[config.mk]
export PLATFORM = sky130hd
export DESIGN_NAME = ring_router_mux_wrr_flat
export DESIGN_NICKNAME = d
export VERILOG_FILES = /design/src/rtl/ring_router_mux_wrr_if.sv /design/src/rtl/ring_router_mux_wrr.sv /design/src/flat_wrapper.sv
export SDC_FILE = /design/constraint.sdc
export NUM_CORES = 1
export LEC_CHECK = 0
export BUFFER_PORTS_ARGS = -buffer_cell sky130_fd_sc_hd__buf_2
export CORE_UTILIZATION = 43
export DETAILED_ROUTE_END_ITERATION = 10
export HOLD_SLACK_MARGIN = 0.15
export PLACE_DENSITY_LB_ADDON = 0.05
export SLEW_MARGIN = 20
export SYNTH_ARGS = -nofsm -noshare
export SYNTH_HDL_FRONTEND = slang
export SYNTH_SLANG_ARGS = --single-unit
[constraint.sdc]
create_clock -name clk -period 2.49 [get_ports clk]
set_clock_uncertainty 0.2 [all_clocks]
set_input_delay 0.1245 -clock clk [delete_from_list [all_inputs] [get_ports clk]]
set_output_delay 0.1245 -clock clk [all_outputs]
set_load 0.01 [all_outputs]
[src/rtl/ring_router_mux_wrr_if.sv]
// rtl/ring_router_mux_wrr_if.sv - 16-bit data/valid/last/ready channel used by the ring router mux
interface dii_channel;
    logic [15:0] data;
    logic        valid;
    logic        last;
    logic        ready;

    modport master (output data, output valid, output last, input ready);
    modport slave  (input data, input valid, input last, output ready);
endinterface

[src/rtl/ring_router_mux_wrr.sv]
// rtl/ring_router_mux_wrr.sv - packet-locked weighted round-robin mux of ring and local traffic
module ring_router_mux_wrr #(
    parameter int RING_WEIGHT  = 4,
    parameter int LOCAL_WEIGHT = 1
) (
    input  logic       clk,
    input  logic       rst,
    dii_channel.slave  in_ring,
    dii_channel.slave  in_local,
    dii_channel.master out,
    output logic       busy,
    output logic       pref_local
);

    if (RING_WEIGHT < 1 || RING_WEIGHT > 255) begin : g_bad_ring_weight
        $error("RING_WEIGHT must be in 1..255");
    end
    if (LOCAL_WEIGHT < 1 || LOCAL_WEIGHT > 255) begin : g_bad_local_weight
        $error("LOCAL_WEIGHT must be in 1..255");
    end

    localparam logic [7:0] RW = 8'(RING_WEIGHT);
    localparam logic [7:0] LW = 8'(LOCAL_WEIGHT);

    typedef enum logic [1:0] {IDLE, LOCK_RING, LOCK_LOCAL} state_t;

    state_t     state, state_nx;
    logic       pref;
    logic [7:0] credit;
    logic       sel_ring, sel_local;
    logic       done, done_pref;

    // In IDLE the preference only matters when both sources compete.
    always_comb begin
        sel_ring  = 1'b0;
        sel_local = 1'b0;
        case (state)
            IDLE: begin
                sel_ring  = in_ring.valid  && (!in_local.valid || !pref);
                sel_local = in_local.valid && (!in_ring.valid  ||  pref);
            end
            LOCK_RING:  sel_ring  = 1'b1;
            LOCK_LOCAL: sel_local = 1'b1;
            default: ;
        endcase
    end

    always_comb begin
        out.data       = sel_local ? in_local.data : in_ring.data;
        out.last       = sel_local ? in_local.last : in_ring.last;
        out.valid      = !rst && ((sel_ring && in_ring.valid) || (sel_local && in_local.valid));
        in_ring.ready  = !rst && sel_ring  && out.ready;
        in_local.ready = !rst && sel_local && out.ready;
    end

    assign done      = out.valid && out.ready && out.last;
    assign done_pref = done && (sel_local == pref);

    // Any presented flit that does not finish its packet right now locks the grant.
    always_comb begin
        state_nx = state;
        case (state)
            IDLE:       if (out.valid && !done) state_nx = sel_local ? LOCK_LOCAL : LOCK_RING;
            LOCK_RING,
            LOCK_LOCAL: if (done) state_nx = IDLE;
            default:    state_nx = IDLE;
        endcase
    end

    always_ff @(posedge clk or posedge rst) begin
        if (rst) begin
            state  <= IDLE;
            pref   <= 1'b0;
            credit <= RW;
        end else begin
            state <= state_nx;
            if (done_pref) begin
                if (credit == 8'd1) begin
                    pref   <= !pref;
                    credit <= pref ? RW : LW;
                end else begin
                    credit <= credit - 8'd1;
                end
            end
        end
    end

    assign busy       = (state != IDLE);
    assign pref_local = pref;

endmodule

[src/flat_wrapper.sv]
// flat-port wrapper written by rule: the top's interface ports become plain ports
module ring_router_mux_wrr_flat 
#(
    parameter int RING_WEIGHT  = 4,
    parameter int LOCAL_WEIGHT = 1
)
  (clk, rst, busy, pref_local, in_ring_data, in_ring_valid, in_ring_last, in_ring_ready, in_local_data, in_local_valid, in_local_last, in_local_ready, out_data, out_valid, out_last, out_ready);
  dii_channel in_ring_i ();
  dii_channel in_local_i ();
  dii_channel out_i ();
  input  logic clk;
  input  logic rst;
  output logic busy;
  output logic pref_local;
  input wire logic [$bits(in_ring_i.data)-1:0] in_ring_data;
  input wire logic [$bits(in_ring_i.valid)-1:0] in_ring_valid;
  input wire logic [$bits(in_ring_i.last)-1:0] in_ring_last;
  output wire logic [$bits(in_ring_i.ready)-1:0] in_ring_ready;
  input wire logic [$bits(in_local_i.data)-1:0] in_local_data;
  input wire logic [$bits(in_local_i.valid)-1:0] in_local_valid;
  input wire logic [$bits(in_local_i.last)-1:0] in_local_last;
  output wire logic [$bits(in_local_i.ready)-1:0] in_local_ready;
  output wire logic [$bits(out_i.data)-1:0] out_data;
  output wire logic [$bits(out_i.valid)-1:0] out_valid;
  output wire logic [$bits(out_i.last)-1:0] out_last;
  input wire logic [$bits(out_i.ready)-1:0] out_ready;
  assign in_ring_i.data = in_ring_data;
  assign in_ring_i.valid = in_ring_valid;
  assign in_ring_i.last = in_ring_last;
  assign in_ring_ready = in_ring_i.ready;
  assign in_local_i.data = in_local_data;
  assign in_local_i.valid = in_local_valid;
  assign in_local_i.last = in_local_last;
  assign in_local_ready = in_local_i.ready;
  assign out_data = out_i.data;
  assign out_valid = out_i.valid;
  assign out_last = out_i.last;
  assign out_i.ready = out_ready;
  ring_router_mux_wrr #(.RING_WEIGHT(RING_WEIGHT), .LOCAL_WEIGHT(LOCAL_WEIGHT)) u_core (.clk(clk), .rst(rst), .in_ring(in_ring_i), .in_local(in_local_i), .out(out_i), .busy(busy), .pref_local(pref_local));
endmodule
==> results.md <==
* Synth cell types at 35
* Vias in the first global route at 1032
* Seq/Total Area, Yosys at 0.2766
* Leakage at 0.6761 nW
* Status: finished, final reports clean
* Skew-Pair Late Insertion Delay at 0.26 ns
* RSZ-0062 raised after global routing: no
* Crit path cell chain: inv_1 > ha_1 > o21ba_2 > buf_6 > mux2_2 > buf_2
* Total negative slack at 0 ns
* Vias/cell at 5.327
* Critical path's slowest cell: dfrtp_1
* First-pass GRT wire length at 4.091 mm
* Row Count at 17
* Asr flop ratio synth at 1.000
* Power Dens Cells at 913.0 nW/um2
* Synth top area share at 0.2503
* CTS tree: done
* Data required, critical path at 2.17 ns
* Commonest register cell after synthesis: dfrtp_1
* Critical path class: flip-flop to output port
* DRT antenna net count at 0
* # DRC at 0
* Post-synth top area cell: dfrtp_1
* Die ar. at 2522 um2
* Drt wl/cell at 12.40 um
* Initial antenna violation count at 0
* Top post-synthesis cells by count: mux2_2, dfrtp_1, inv_1, nor2_1
* Setup Viol. Count Final at 0
* CTS Root Cell: clkbuf_4
* Initial Utilization at 0.4563
* Nets at 219
* Crit path time final at 2.288 ns
* PortBufs at 60
* Initial DRT Pass Iterations at 4
* Type of the worst min-delay path: input pin to flip-flop
* Total clock sinks at 11
* CTS H-tree lvls at 1
* Total grt overflow at 0
* Pin count of the biggest net entering global routing at 21
* Layout area overhead at 37.55%
* WL final at 2.504 mm
* Final HPWL DP at 2.111 mm
* Longest Clk Path Bufs at 2
* Io pins at 61
* F_max at 437.1 MHz
* Fin. Hold Viols at 0
* Synth warnings at 0
* Max cap viols at 0
* Slew Viols, Final at 0
* Slowest cell delay on critical path at 0.40 ns
* Die width at 50.22 um
* Most numerous cell in the Yosys netlist: mux2_2
* Rel. slew slack at 0.7013
* Synth Cell Area at 999.7 um2
* #FFs+latches synth at 11
* Placed insts at 197
* Initial DRC count at 9
* Worst vdd ir at 0.5050 mV
* Critical path data arrival time at 1.96 ns
* Syn Area/Cell at 9.006 um2
* Gpl congestion at 0.7667
* Period utilization at 0.9188
* Vias at 1076
* Layout cells sized above 1 at 0.5057
* Setup Buffers After CTS at 0
* GRT Util Overall at 0.2066
* CP endpoint kind: output port
* Worst-path maximum fanout at 20
* Chip Height at 50.22 um
* Core Region at 2191 um2
* Worst Tran Pin Value at 0.4475 ns
* Diode count at 0
* Critical Path Start Type: flip-flop
* Total clock buffers created by CTS at 3
* EDFF count, synth at 0
* Top post-synthesis cells by area: dfrtp_1, mux2_2, ha_1, inv_1, nor2_1
* Finished Layout Cells at 202
* Worst-path clk slew at 0.07 ns
* Mapped Nets at 155
* Gate Count Post-Synth at 111
## through the flow
| stage | power (mW) | hold slack, ns | worst slack, ns | area, um2 | util |
|---|---|---|---|---|---|
| finish | 1.255 | 0.1638 | 0.2021 | 1375 | 0.6276 |
| detailed placement | 1.129 | -0.03011 | 0.1862 | 1333 | 0.6082 |
| global route | 1.363 | 0.2021 | 0.06777 | 1375 | 0.6276 |
| floorplan | 0.8989 | -0.2238 | 0.4049 | 999.7 | - |
| CTS | 1.255 | 0.1617 | 0.06977 | 1369 | 0.6248 |
| global placement | 1.117 | -0.03108 | 0.2724 | 1333 | 0.6082 |
## logic make-up after synthesis
group	Yosys count	share of synthesized area
AO/OA/AOI/OAI	30	0.2065
XOR/XNOR	1	0.008763
adder cells (fa/ha/maj)	5	0.06258
buffers and inverters	14	0.05507
flip-flops	11	0.2766
multiplexers	19	0.2115
AND/OR/NAND/NOR	31	0.1790
## what timing repair did
action,CTS,global route
hold endpoints to repair,13,0
setup endpoints to repair,0,17
gates resized for setup,0,2
hold buffers,1,0
## layer usage
metal	GRT usage	wire, um
met4	0.07143	21
met3	0.01212	118
met2	0.3800	1249
met1	0.2500	1114
met5	0	0
## cells in the final DEF (no fill, tap or decap), types with 3 or more instances in the layout
cell	netlist	layout
buf_2	1	60
mux2_2	17	17
inv_1	10	10
nor2_1	10	10
dfrtp_1	10	10
nand2_1	6	6
o21ai_0	6	6
o211ai_1	5	5
ha_1	5	4
a21o_1	3	3
nand3_1	3	3
nand2b_1	3	3
o31ai_1	3	3
clkbuf_4	0	3
## critical path, delay by kind of cell, from the launching register on
family,cells,cell delay (ns)
compound gates,1,0.28
fa+ha+maj,1,0.25
mux,1,0.35
buf+inv,3,0.42
flops,1,0.40
## final cells by class
cell class | count | area, um2
clock buffers | 4 | 26.28
fillers | 209 | 815.8
inverters | 10 | 37.54
multi-input cells | 86 | 670.6
flip-flops and latches | 11 | 276.5
well taps | 28 | 35.03
repair buffers | 63 | 329.1
## state kept, by name, summed over array words and instances, names as in the netlist
signal	cells
u_core.credit	8
u_core.pref_local	1
u_core.state	2
## final timing paths
check / startpoint / to / slack (ns) / cells past startpoint
max: u_core.state[0]$_DFFE_PP0P_ / out_data[6] / 0.20 / 6
max reg2reg: u_core.state[0]$_DFFE_PP0P_ / u_core.credit[7]$_DFFE_PP0P_ / 0.24 / 7
max in group asynchronous: rst / u_core.credit[2]$_DFFE_PP1P_ / 1.52 / 3
min: out_ready / u_core.state[0]$_DFFE_PP0P_ / 0.16 / 4
min in group asynchronous: rst / u_core.state[1]$_DFFE_PP0P_ / 0.22 / 3
min reg2reg: u_core.credit[6]$_DFFE_PP0P_ / u_core.credit[6]$_DFFE_PP0P_ / 0.29 / 1
## report_power, final
group | internal, mW | switching [mW]
sequential | 0.257 | 0.0921
combinational | 0.393 | 0.393
clock | 0.0618 | 0.0582
total | 0.712 | 0.544
Note: power is estimated with default switching activity, not from simulation.
